==> src/rtl/i2c_slave_ctrl_if.sv <==
// i2c_slave_ctrl_if: I2C pad and register-memory signals of the slave engine
interface i2c_slave_ctrl_if;
  logic       scl_in;
  logic       sda_in;
  logic       sda_oe;
  logic [6:0] mem_addr;
  logic [7:0] mem_wdata;
  logic       mem_wr_en;
  logic [7:0] mem_rdata;
  logic       busy;
  modport slave (
    input  scl_in, sda_in, mem_rdata,
    output sda_oe, mem_addr, mem_wdata, mem_wr_en, busy
  );
  modport master (
    output scl_in, sda_in, mem_rdata,
    input  sda_oe, mem_addr, mem_wdata, mem_wr_en, busy
  );
endinterface

==> src/rtl/i2c_slave_ctrl.sv <==
// i2c_slave_ctrl: I2C slave engine driving a 128x8 register memory; define I2C_GLITCH_FILTER_EN for 3-sample SCL/SDA filtering
module i2c_slave_ctrl #(
  parameter logic [6:0] SLAVE_ADDR = 7'h50,
  parameter int SYNC_STAGES = 2
) (
  input logic clk,
  input logic reset,
  i2c_slave_ctrl_if.slave bus
);
  typedef enum logic [3:0] {
    IDLE, ADDR, ADDR_ACK, PTR, PTR_ACK, WDATA, WDATA_ACK, RDATA, RDATA_ACK, WAIT_STOP
  } state_t;
  state_t state_q, state_d;
  logic [SYNC_STAGES-1:0] scl_sync_q, sda_sync_q;
  logic scl_s, sda_s, scl, sda, scl_p_q, sda_p_q;
  logic scl_rise, scl_fall, start, stop;
  logic [7:0] sh_q, sh_d, wdata_q, wdata_d, byte_in;
  logic [6:0] addr_q, addr_d;
  logic [3:0] cnt_q, cnt_d;
  logic sda_oe_q, sda_oe_d, wr_en_q, wr_en_d, busy_q, busy_d, pend_q, pend_d;

  // pad synchronisers plus one history sample of the lines used for edge detection
  always_ff @(posedge clk) begin
    if (reset) begin
      scl_sync_q <= '1;
      sda_sync_q <= '1;
      scl_p_q <= 1'b1;
      sda_p_q <= 1'b1;
    end else begin
      scl_sync_q <= {scl_sync_q[SYNC_STAGES-2:0], bus.scl_in};
      sda_sync_q <= {sda_sync_q[SYNC_STAGES-2:0], bus.sda_in};
      scl_p_q <= scl;
      sda_p_q <= sda;
    end
  end
  assign scl_s = scl_sync_q[SYNC_STAGES-1];
  assign sda_s = sda_sync_q[SYNC_STAGES-1];
`ifdef I2C_GLITCH_FILTER_EN
  logic [1:0] scl_h_q, sda_h_q;
  // two older samples; a line only changes once three consecutive samples agree
  always_ff @(posedge clk) begin
    if (reset) begin
      scl_h_q <= '1;
      sda_h_q <= '1;
    end else begin
      scl_h_q <= {scl_h_q[0], scl_s};
      sda_h_q <= {sda_h_q[0], sda_s};
    end
  end
  assign scl = (scl_s & (&scl_h_q)) | (scl_p_q & (scl_s | (|scl_h_q)));
  assign sda = (sda_s & (&sda_h_q)) | (sda_p_q & (sda_s | (|sda_h_q)));
`else
  assign scl = scl_s;
  assign sda = sda_s;
`endif
  assign scl_rise = scl & ~scl_p_q;
  assign scl_fall = ~scl & scl_p_q;
  assign start = scl & scl_p_q & sda_p_q & ~sda;
  assign stop = scl & scl_p_q & ~sda_p_q & sda;
  assign byte_in = {sh_q[6:0], sda};

  // protocol state and datapath registers
  always_ff @(posedge clk) begin
    if (reset) begin
      state_q <= IDLE;
      sh_q <= '0;
      cnt_q <= '0;
      sda_oe_q <= 1'b0;
      addr_q <= '0;
      wdata_q <= '0;
      wr_en_q <= 1'b1;
      busy_q <= 1'b0;
      pend_q <= 1'b0;
    end else begin
      state_q <= state_d;
      sh_q <= sh_d;
      cnt_q <= cnt_d;
      sda_oe_q <= sda_oe_d;
      addr_q <= addr_d;
      wdata_q <= wdata_d;
      wr_en_q <= wr_en_d;
      busy_q <= busy_d;
      pend_q <= pend_d;
    end
  end

  // next state; the write pulse runs independently so a START during it still completes the write
  always_comb begin
    state_d = state_q;
    sh_d = sh_q;
    cnt_d = cnt_q;
    sda_oe_d = sda_oe_q;
    addr_d = addr_q;
    wdata_d = wdata_q;
    wr_en_d = 1'b1;
    busy_d = busy_q;
    pend_d = 1'b0;
    if (pend_q) begin
      wdata_d = sh_q;
      wr_en_d = 1'b0;
    end
    if (!wr_en_q) addr_d = addr_q + 7'd1;
    if (stop) begin
      state_d = IDLE;
      sda_oe_d = 1'b0;
      busy_d = 1'b0;
      cnt_d = '0;
    end else if (start) begin
      state_d = ADDR;
      sda_oe_d = 1'b0;
      cnt_d = '0;
    end else begin
      case (state_q)
        IDLE: busy_d = 1'b0;
        ADDR, PTR, WDATA: if (scl_rise) begin
          sh_d = byte_in;
          cnt_d = cnt_q + 4'd1;
          if (cnt_q == 4'd7) begin
            cnt_d = '0;
            if (state_q == ADDR) begin
              state_d = (byte_in[7:1] == SLAVE_ADDR) ? ADDR_ACK : WAIT_STOP;
              busy_d = busy_q | (byte_in[7:1] == SLAVE_ADDR);
            end else if (state_q == PTR) begin
              addr_d = byte_in[6:0];
              state_d = PTR_ACK;
            end else begin
              pend_d = 1'b1;
              state_d = WDATA_ACK;
            end
          end
        end
        ADDR_ACK, PTR_ACK, WDATA_ACK: if (scl_fall) begin
          sda_oe_d = ~sda_oe_q;
          if (sda_oe_q) begin
            state_d = (state_q == ADDR_ACK) ? (sh_q[0] ? RDATA : PTR) : WDATA;
            if (state_q == ADDR_ACK && sh_q[0]) begin
              sh_d = bus.mem_rdata;
              sda_oe_d = ~bus.mem_rdata[7];
            end
          end
        end
        RDATA: begin
          if (scl_rise) cnt_d = cnt_q + 4'd1;
          if (scl_fall) begin
            sh_d = {sh_q[6:0], 1'b0};
            sda_oe_d = (cnt_q == 4'd8) ? 1'b0 : ~sh_q[6];
            cnt_d = (cnt_q == 4'd8) ? 4'd0 : cnt_q;
            state_d = (cnt_q == 4'd8) ? RDATA_ACK : RDATA;
          end
        end
        RDATA_ACK: if (scl_rise) begin
          addr_d = addr_q + 7'd1;
          cnt_d = 4'd1;
          state_d = sda ? WAIT_STOP : RDATA_ACK;
        end else if (scl_fall && cnt_q == 4'd1) begin
          cnt_d = '0;
          sh_d = bus.mem_rdata;
          sda_oe_d = ~bus.mem_rdata[7];
          state_d = RDATA;
        end
        WAIT_STOP: sda_oe_d = 1'b0;
        default: state_d = IDLE;
      endcase
    end
  end

  assign bus.sda_oe = sda_oe_q;
  assign bus.mem_addr = addr_q;
  assign bus.mem_wdata = wdata_q;
  assign bus.mem_wr_en = wr_en_q;
  assign bus.busy = busy_q;
endmodule

==> src/flat_wrapper.sv <==
// flat-port wrapper written by rule: the top's interface ports become plain ports
module i2c_slave_ctrl_flat 
#(
  parameter logic [6:0] SLAVE_ADDR = 7'h50,
  parameter int SYNC_STAGES = 2
)
  (clk, reset, bus_scl_in, bus_sda_in, bus_mem_rdata, bus_sda_oe, bus_mem_addr, bus_mem_wdata, bus_mem_wr_en, bus_busy);
  i2c_slave_ctrl_if bus_i ();
  input logic clk;
  input logic reset;
  input wire logic [$bits(bus_i.scl_in)-1:0] bus_scl_in;
  input wire logic [$bits(bus_i.sda_in)-1:0] bus_sda_in;
  input wire logic [$bits(bus_i.mem_rdata)-1:0] bus_mem_rdata;
  output wire logic [$bits(bus_i.sda_oe)-1:0] bus_sda_oe;
  output wire logic [$bits(bus_i.mem_addr)-1:0] bus_mem_addr;
  output wire logic [$bits(bus_i.mem_wdata)-1:0] bus_mem_wdata;
  output wire logic [$bits(bus_i.mem_wr_en)-1:0] bus_mem_wr_en;
  output wire logic [$bits(bus_i.busy)-1:0] bus_busy;
  assign bus_i.scl_in = bus_scl_in;
  assign bus_i.sda_in = bus_sda_in;
  assign bus_i.mem_rdata = bus_mem_rdata;
  assign bus_sda_oe = bus_i.sda_oe;
  assign bus_mem_addr = bus_i.mem_addr;
  assign bus_mem_wdata = bus_i.mem_wdata;
  assign bus_mem_wr_en = bus_i.mem_wr_en;
  assign bus_busy = bus_i.busy;
  i2c_slave_ctrl #(.SLAVE_ADDR(SLAVE_ADDR), .SYNC_STAGES(SYNC_STAGES)) u_core (.clk(clk), .reset(reset), .bus(bus_i));
endmodule
==> config.mk <==
export PLATFORM = sky130hd
export DESIGN_NAME = i2c_slave_ctrl_flat
export DESIGN_NICKNAME = d
export VERILOG_FILES = /design/src/rtl/i2c_slave_ctrl_if.sv /design/src/rtl/i2c_slave_ctrl.sv /design/src/flat_wrapper.sv
export SDC_FILE = /design/constraint.sdc
export NUM_CORES = 1
export LEC_CHECK = 0
export CAP_MARGIN = 10
export CORE_AREA = 5 5 81 83
export CTS_CLUSTER_DIAMETER = 150
export DETAILED_ROUTE_END_ITERATION = 12
export DIE_AREA = 0 0 86 88
export DONT_BUFFER_PORTS = 1
export SLEW_MARGIN = 30
export SYNTH_ARGS = -nofsm -noshare
export SYNTH_HDL_FRONTEND = slang
export SYNTH_SLANG_ARGS = --single-unit
==> constraint.sdc <==
create_clock -name clk -period 5.3 [get_ports clk]
set_input_delay 0.795 -clock clk [delete_from_list [all_inputs] [get_ports clk]]
set_output_delay 0.795 -clock clk [all_outputs]
set_load 0.01 [all_outputs]
Word-level counts from Yosys, hierarchy flattened --
Cells that the tools add are included.
Operators by class: shift-type cells 0, reductions and logical operators 19, add/sub/neg operators 2, bitwise gates (word level) 21, equality and inequality tests 32, mux-type cells 55, magnitude comparators 0, $mul 0, div/mod/pow operators 0
Operators with widths (number):
- 4-bit 2-to-1 mux | 18
- 7-bit 2-to-1 mux | 8
- 8-bit 2-to-1 mux | 7
- 8-bit case mux with 4 select lines | 1
- 3-bit by 1-bit != test with 1-bit output (second input constant) | 7
- 4-bit by 3-bit equality test with 1-bit output (second input constant) | 5
- 4-bit case mux with 5 select lines | 1
- 2-bit by 1-bit != test with 1-bit output (second input constant) | 9
- 5-bit AND reduction | 3
- 1-bit 2-to-1 mux | 14
- 7-bit case mux with 2 select lines | 1
- 7-bit AND reduction | 2
- 1-bit inverter | 13
- 4-bit equality test (second input constant) | 3
- 4-bit case mux with 3 select lines | 1
- 10-bit AND reduction | 1
- 3-bit OR reduction | 3
- 4-bit by 1-bit equality test with 1-bit output (second input constant) | 2
- 4-bit by 2-bit equality test with 1-bit output (second input constant) | 2
- 4-bit nonzero test | 2
- 7-bit by 1-bit adder with 7-bit output (second input constant) | 1
- 1-bit AND | 7
- 7-bit equality test (second input constant) | 1
- 7-bit OR reduction | 1
- other kinds (14) | 16
Word-level totals: memory bits (writable) 0, memories 0, latch bits 0, logic and storage cells 143, ROM bits 0, bits of input ports 12, register bits 41

Longest topological paths before layout --
depth after elaboration 9, mapped depth 8, depth with buffers taken out 7

Least setup slack after synthesis --
OpenSTA, ideal clock, no wires.
path type flip-flop to flip-flop, start register u_core.cnt_q[0], end register u_core.sh_q[5], required time 5229 ps, slack 3406 ps, data arrival time 1823 ps, cell stages (with the launch flop) 8, setup time 71 ps, path through dfxtp_1 -> ha_1 -> nor3b_1 -> a21oi_1 -> a2111o_1 -> buf_6 -> or3_1 -> a21oi_1
Between the ends: cells in the longest elaborated chain, start to end 4
RTL lines:
- from (decl) | RTL line i2c_slave_ctrl.sv:19 | logic [3:0] cnt_q, cnt_d;
- from (signal assigned) | RTL line i2c_slave_ctrl.sv:77 | cnt_q <= cnt_d;
- 4-bit by 1-bit equality test with 1-bit output | RTL line i2c_slave_ctrl.sv:155 | end else if (scl_fall && cnt_q == 4'd1) begin
- 1-bit logical AND | RTL line i2c_slave_ctrl.sv:155
- 2-bit by 1-bit != test with 1-bit output (no source line)
- 10-bit AND reduction (no source line)
- to (signal assigned) | RTL line i2c_slave_ctrl.sv:66 | sh_q <= '0;
- to (signal assigned) | RTL line i2c_slave_ctrl.sv:76 | sh_q <= sh_d;
- to (decl) | RTL line i2c_slave_ctrl.sv:17 | logic [7:0] sh_q, sh_d, wdata_q, wdata_d, byte_in;
No other way between the ends. A chain may end at the register's enable or synchronous reset.

Final worst setup path --
start register u_core.state_q[0], end register u_core.addr_q[6] (netlist: u_core.bus.mem_addr[6])
Between the ends: cells in the longest elaborated chain, start to end 8
RTL lines:
- from (decl) | RTL line i2c_slave_ctrl.sv:13 | state_t state_q, state_d;
- from (signal assigned) | RTL line i2c_slave_ctrl.sv:75 | state_q <= state_d;
- 4-bit by 2-bit equality test with 1-bit output | RTL line i2c_slave_ctrl.sv:113, i2c_slave_ctrl.sv:123
- 7-bit 2-to-1 mux | RTL line i2c_slave_ctrl.sv:123 | end else if (state_q == PTR) begin
- 7-bit 2-to-1 mux | RTL line i2c_slave_ctrl.sv:120 | if (state_q == ADDR) begin
- 7-bit 2-to-1 mux | RTL line i2c_slave_ctrl.sv:118 | if (cnt_q == 4'd7) begin
- 7-bit 2-to-1 mux | RTL line i2c_slave_ctrl.sv:115 | ADDR, PTR, WDATA: if (scl_rise) begin
- 7-bit case mux with 2 select lines (*) | RTL line i2c_slave_ctrl.sv:113 | case (state_q)
- 7-bit 2-to-1 mux (*) | RTL line i2c_slave_ctrl.sv:108 | end else if (start) begin
- 7-bit 2-to-1 mux (*) | RTL line i2c_slave_ctrl.sv:103 | if (stop) begin
- to (signal assigned) | RTL line i2c_slave_ctrl.sv:79 | addr_q <= addr_d;
- to (decl) | RTL line i2c_slave_ctrl.sv:18 | logic [6:0] addr_q, addr_d;
Every way passes the cells marked *; elsewhere a longest branch is shown, timed or not.

==> metrics.txt <==
DRC Markers=0; Pwr per Cell Area=291 mW/mm2; final worst path period need=2.62 ns; WP data required=5.49 ns; outcome=completed; die height=88 um; CP startpoint kind=flip-flop; crit path to=u_core.bus.mem_addr[6]$_SDFF_PP0_; first-pass GRT wire length=10500 um; area grow syn2layout=3.80%; RD Place Congestion=0.787; largest family of logic cells by synthesized area=simple AND/OR/NAND/NOR gates; GRT busiest layer=met2; post_cts resized=0; Setup Fix Bufs, Post-CTS=0; reg2reg setup slack=2.68 ns; #FFs+latches synth=41; Layout Cells excl Fill=357; Util after Layout=44.4%; Chip Width=86 um; FF-to-FF End=u_core.bus.mem_addr[6]$_SDFF_PP0_; simple-gate portion of the synthesized area=27.1%; Post-Synth XOR/XNOR Area=1.06%; number of DRC markers in iteration 0=267; initial antenna violation count=0; drt via density=6.03; initial core utilization=42.8%; CTS root buffer=clkbuf_8; Setup crit end kind=flip-flop; port bufs=0; Mapped Avg Cell Area=8.41 um2; Post-synth EDFFs=0; drt first pass iters=4; Remaining Overflow, GRT=0; post-synth top area share=33.2%; Total GRT Usage=17.3%; fin nets=297; Syn. warnings=0; cell row count=28; static leakage=0.808 nW; hold crit path type=reg2reg; Slew Viols, Final=0; vias in the first global route=2035; Cell Area, Synth=0.00247 mm2; worst r2r src=u_core.state_q[0]$_SDFFE_PP0P_; post-synthesis mux area share=6.48%; Pwr Total=0.746 mW; register area share after synthesis=33.2%; Cell variety after synth=63; met1 global-route usage=23.0%; largest net degree at the start of global routing=37; f_max=382 MHz; max cap viols=0; syn nets=310; final hold violation count=0; Synth Flop Type=dfxtp_1; Worst Path Max Fanout=25; post-DR wirelength/cell=17.5 um; Total Die Area=0.00757 mm2; core area=0.00578 mm2; WL final=6260 um; Fin Clk Skew=0.0119 ns; Tcrit/Tclk final=49.4%; grt met2 use=27.6%; Antenna Cells=0; layout cells sized above 1=7.80%; Async SR Flop Fraction=0%; Worst VDD drop=0.220 mV; H-tree depth=2; clk slew on worst S/H paths=0.09 ns; CTS sink cnt=41; Mapped Cells=294; hpwl dp=4330 um; hold_buf cts=0; CTS Buf Count=5; TritonCTS clock tree=yes; adder-cell share of the synthesized area=2.02%; area leader, netlist=dfxtp_1; Area contributors post-synth=dfxtp_1, mux2i_1, a21oi_1; CP startpoint=u_core.state_q[0]$_SDFFE_PP0P_; setup TNS=0 ns; Setup-failing EPs final=0; I/O pin count=30; hold slack=0.422 ns; GRT met3 Usage=4.80%; clk buf depth=2; Reg2Reg Depth=5; Synth Area in Compound Gates=24.5%; DR vias=2151; Detail Route Antenna Nets=0; dpl cells=349; RSZ-0062 raised after global routing=false; Worst slew margin=45.3%; critical path class=reg2reg; clock latency on the worst-skew pair=0.30 ns; Critical Path AT=2.81 ns; measured slew at the worst slew-check pin=0.820 ns
## synthesized netlist by cell type (2+ instances only)
cell type / n
dfxtp_1: 41
a21oi_1: 28
nor2_1: 23
nand2_1: 18
mux2i_1: 16
o21ai_0: 16
nor2b_1: 11
clkbuf_1: 10
or3_1: 9
or2_2: 8
inv_1: 7
nand2b_1: 7
buf_2: 5
nand3_1: 5
a31oi_1: 4
ha_1: 4
nand3b_1: 4
nand4_1: 4
o211ai_1: 4
o22ai_1: 4
a211oi_1: 3
and3_1: 3
buf_6: 3
nor3_1: 3
o21a_1: 3
xnor2_1: 3
a22oi_1: 2
a2bb2oi_1: 2
a311o_1: 2
a32oi_1: 2
a41oi_1: 2
buf_4: 2
nand4b_1: 2
o21bai_1: 2
o32ai_1: 2
or4_1: 2
or4b_1: 2
## layout by cell type (no fill, tap or decap), types with 3 or more instances in the layout
cell type / n
dfxtp_1: 41
a21oi_1: 28
nor2_1: 23
nand2_1: 18
o21ai_0: 16
mux2i_1: 16
nor2b_1: 11
or3_1: 9
or2_2: 8
inv_1: 7
nand2b_1: 7
nand3_1: 5
clkbuf_8: 5
nand3b_1: 4
o22ai_1: 4
o211ai_1: 4
nand4_1: 4
a31oi_1: 4
ha_1: 4
xnor2_1: 3
nor3_1: 3
o21a_1: 3
and3_1: 3
a211oi_1: 3
## through the flow
stage	instance area [um2]	setup slack [ns]
2_1_floorplan	2470	3.41
3_3_place_gp	2450	2.78
3_5_place_dp	2450	2.70
4_1_cts	2570	2.69
5_1_grt	2570	2.35
6_report	2570	2.68
## worst min path at each step
| stage | from | to | slack [ns] | cells after the start |
|---|---|---|---|---|
| global route | u_core.sda_sync_q[0]$_SDFF_PP1_ | u_core.sda_sync_q[1]$_SDFF_PP1_ | 0.44 | 1 |
| detailed placement | u_core.sda_sync_q[0]$_SDFF_PP1_ | u_core.sda_sync_q[1]$_SDFF_PP1_ | 0.40 | 1 |
| floorplan | u_core.scl_sync_q[0]$_SDFF_PP1_ | u_core.scl_sync_q[1]$_SDFF_PP1_ | 0.39 | 1 |
| CTS | u_core.sda_sync_q[0]$_SDFF_PP1_ | u_core.sda_sync_q[1]$_SDFF_PP1_ | 0.43 | 1 |
| global placement | u_core.scl_sync_q[0]$_SDFF_PP1_ | u_core.scl_sync_q[1]$_SDFF_PP1_ | 0.39 | 1 |
| finish | u_core.sda_sync_q[0]$_SDFF_PP1_ | u_core.sda_sync_q[1]$_SDFF_PP1_ | 0.42 | 1 |
## layer usage
| metal | routed length (um) | part of all wire [%] |
|---|---|---|
| met3 | 273 | 4.4 |
| met1 | 2970 | 47 |
| met5 | 0 | 0 |
| met4 | 55 | 0.88 |
| met2 | 2970 | 47 |
## cell families after synthesis
kind of cell / Yosys count
and+or+nand+nor: 113
DFF: 41
muxes: 16
buffers and inverters: 27
adders and majority gates: 4
xor gates and xnor gates: 3
AOI/OAI and AO/OA: 90
## sequential cells by signal (all words and copies together) (netlist names), 2 cells and up
name                  flops
u_core.bus.mem_addr       7
u_core.bus.mem_wdata      8
u_core.cnt_q              4
u_core.scl_sync_q         2
u_core.sda_sync_q         2
u_core.sh_q               8
u_core.state_q            4
## layout make-up
cell class / instances / area [um2]
clock inverter: 2 / 38.8
inverter: 7 / 26.3
multi-input combinational: 226 / 1510
clock buffer: 6 / 72.6
fill: 598 / 3210
sequential: 41 / 821
tap: 75 / 93.8
## worst max-delay path, stage by stage (launching register included)
cell	delay, ns
dfxtp_1	0.86
nand2_1	0.20
nor4_4	0.72
o21ai_0	0.37
a32oi_1	0.28
a21oi_1	0.08
## power breakdown
group,leakage (nW),total [mW],switching (mW),internal [mW]
sequential,0.332,0.343,0.0262,0.317
combinational,0.421,0.148,0.0880,0.0599
clock,0.0554,0.256,0.114,0.142
total,0.808,0.746,0.228,0.518
Power figures use the tool's default switching activity.
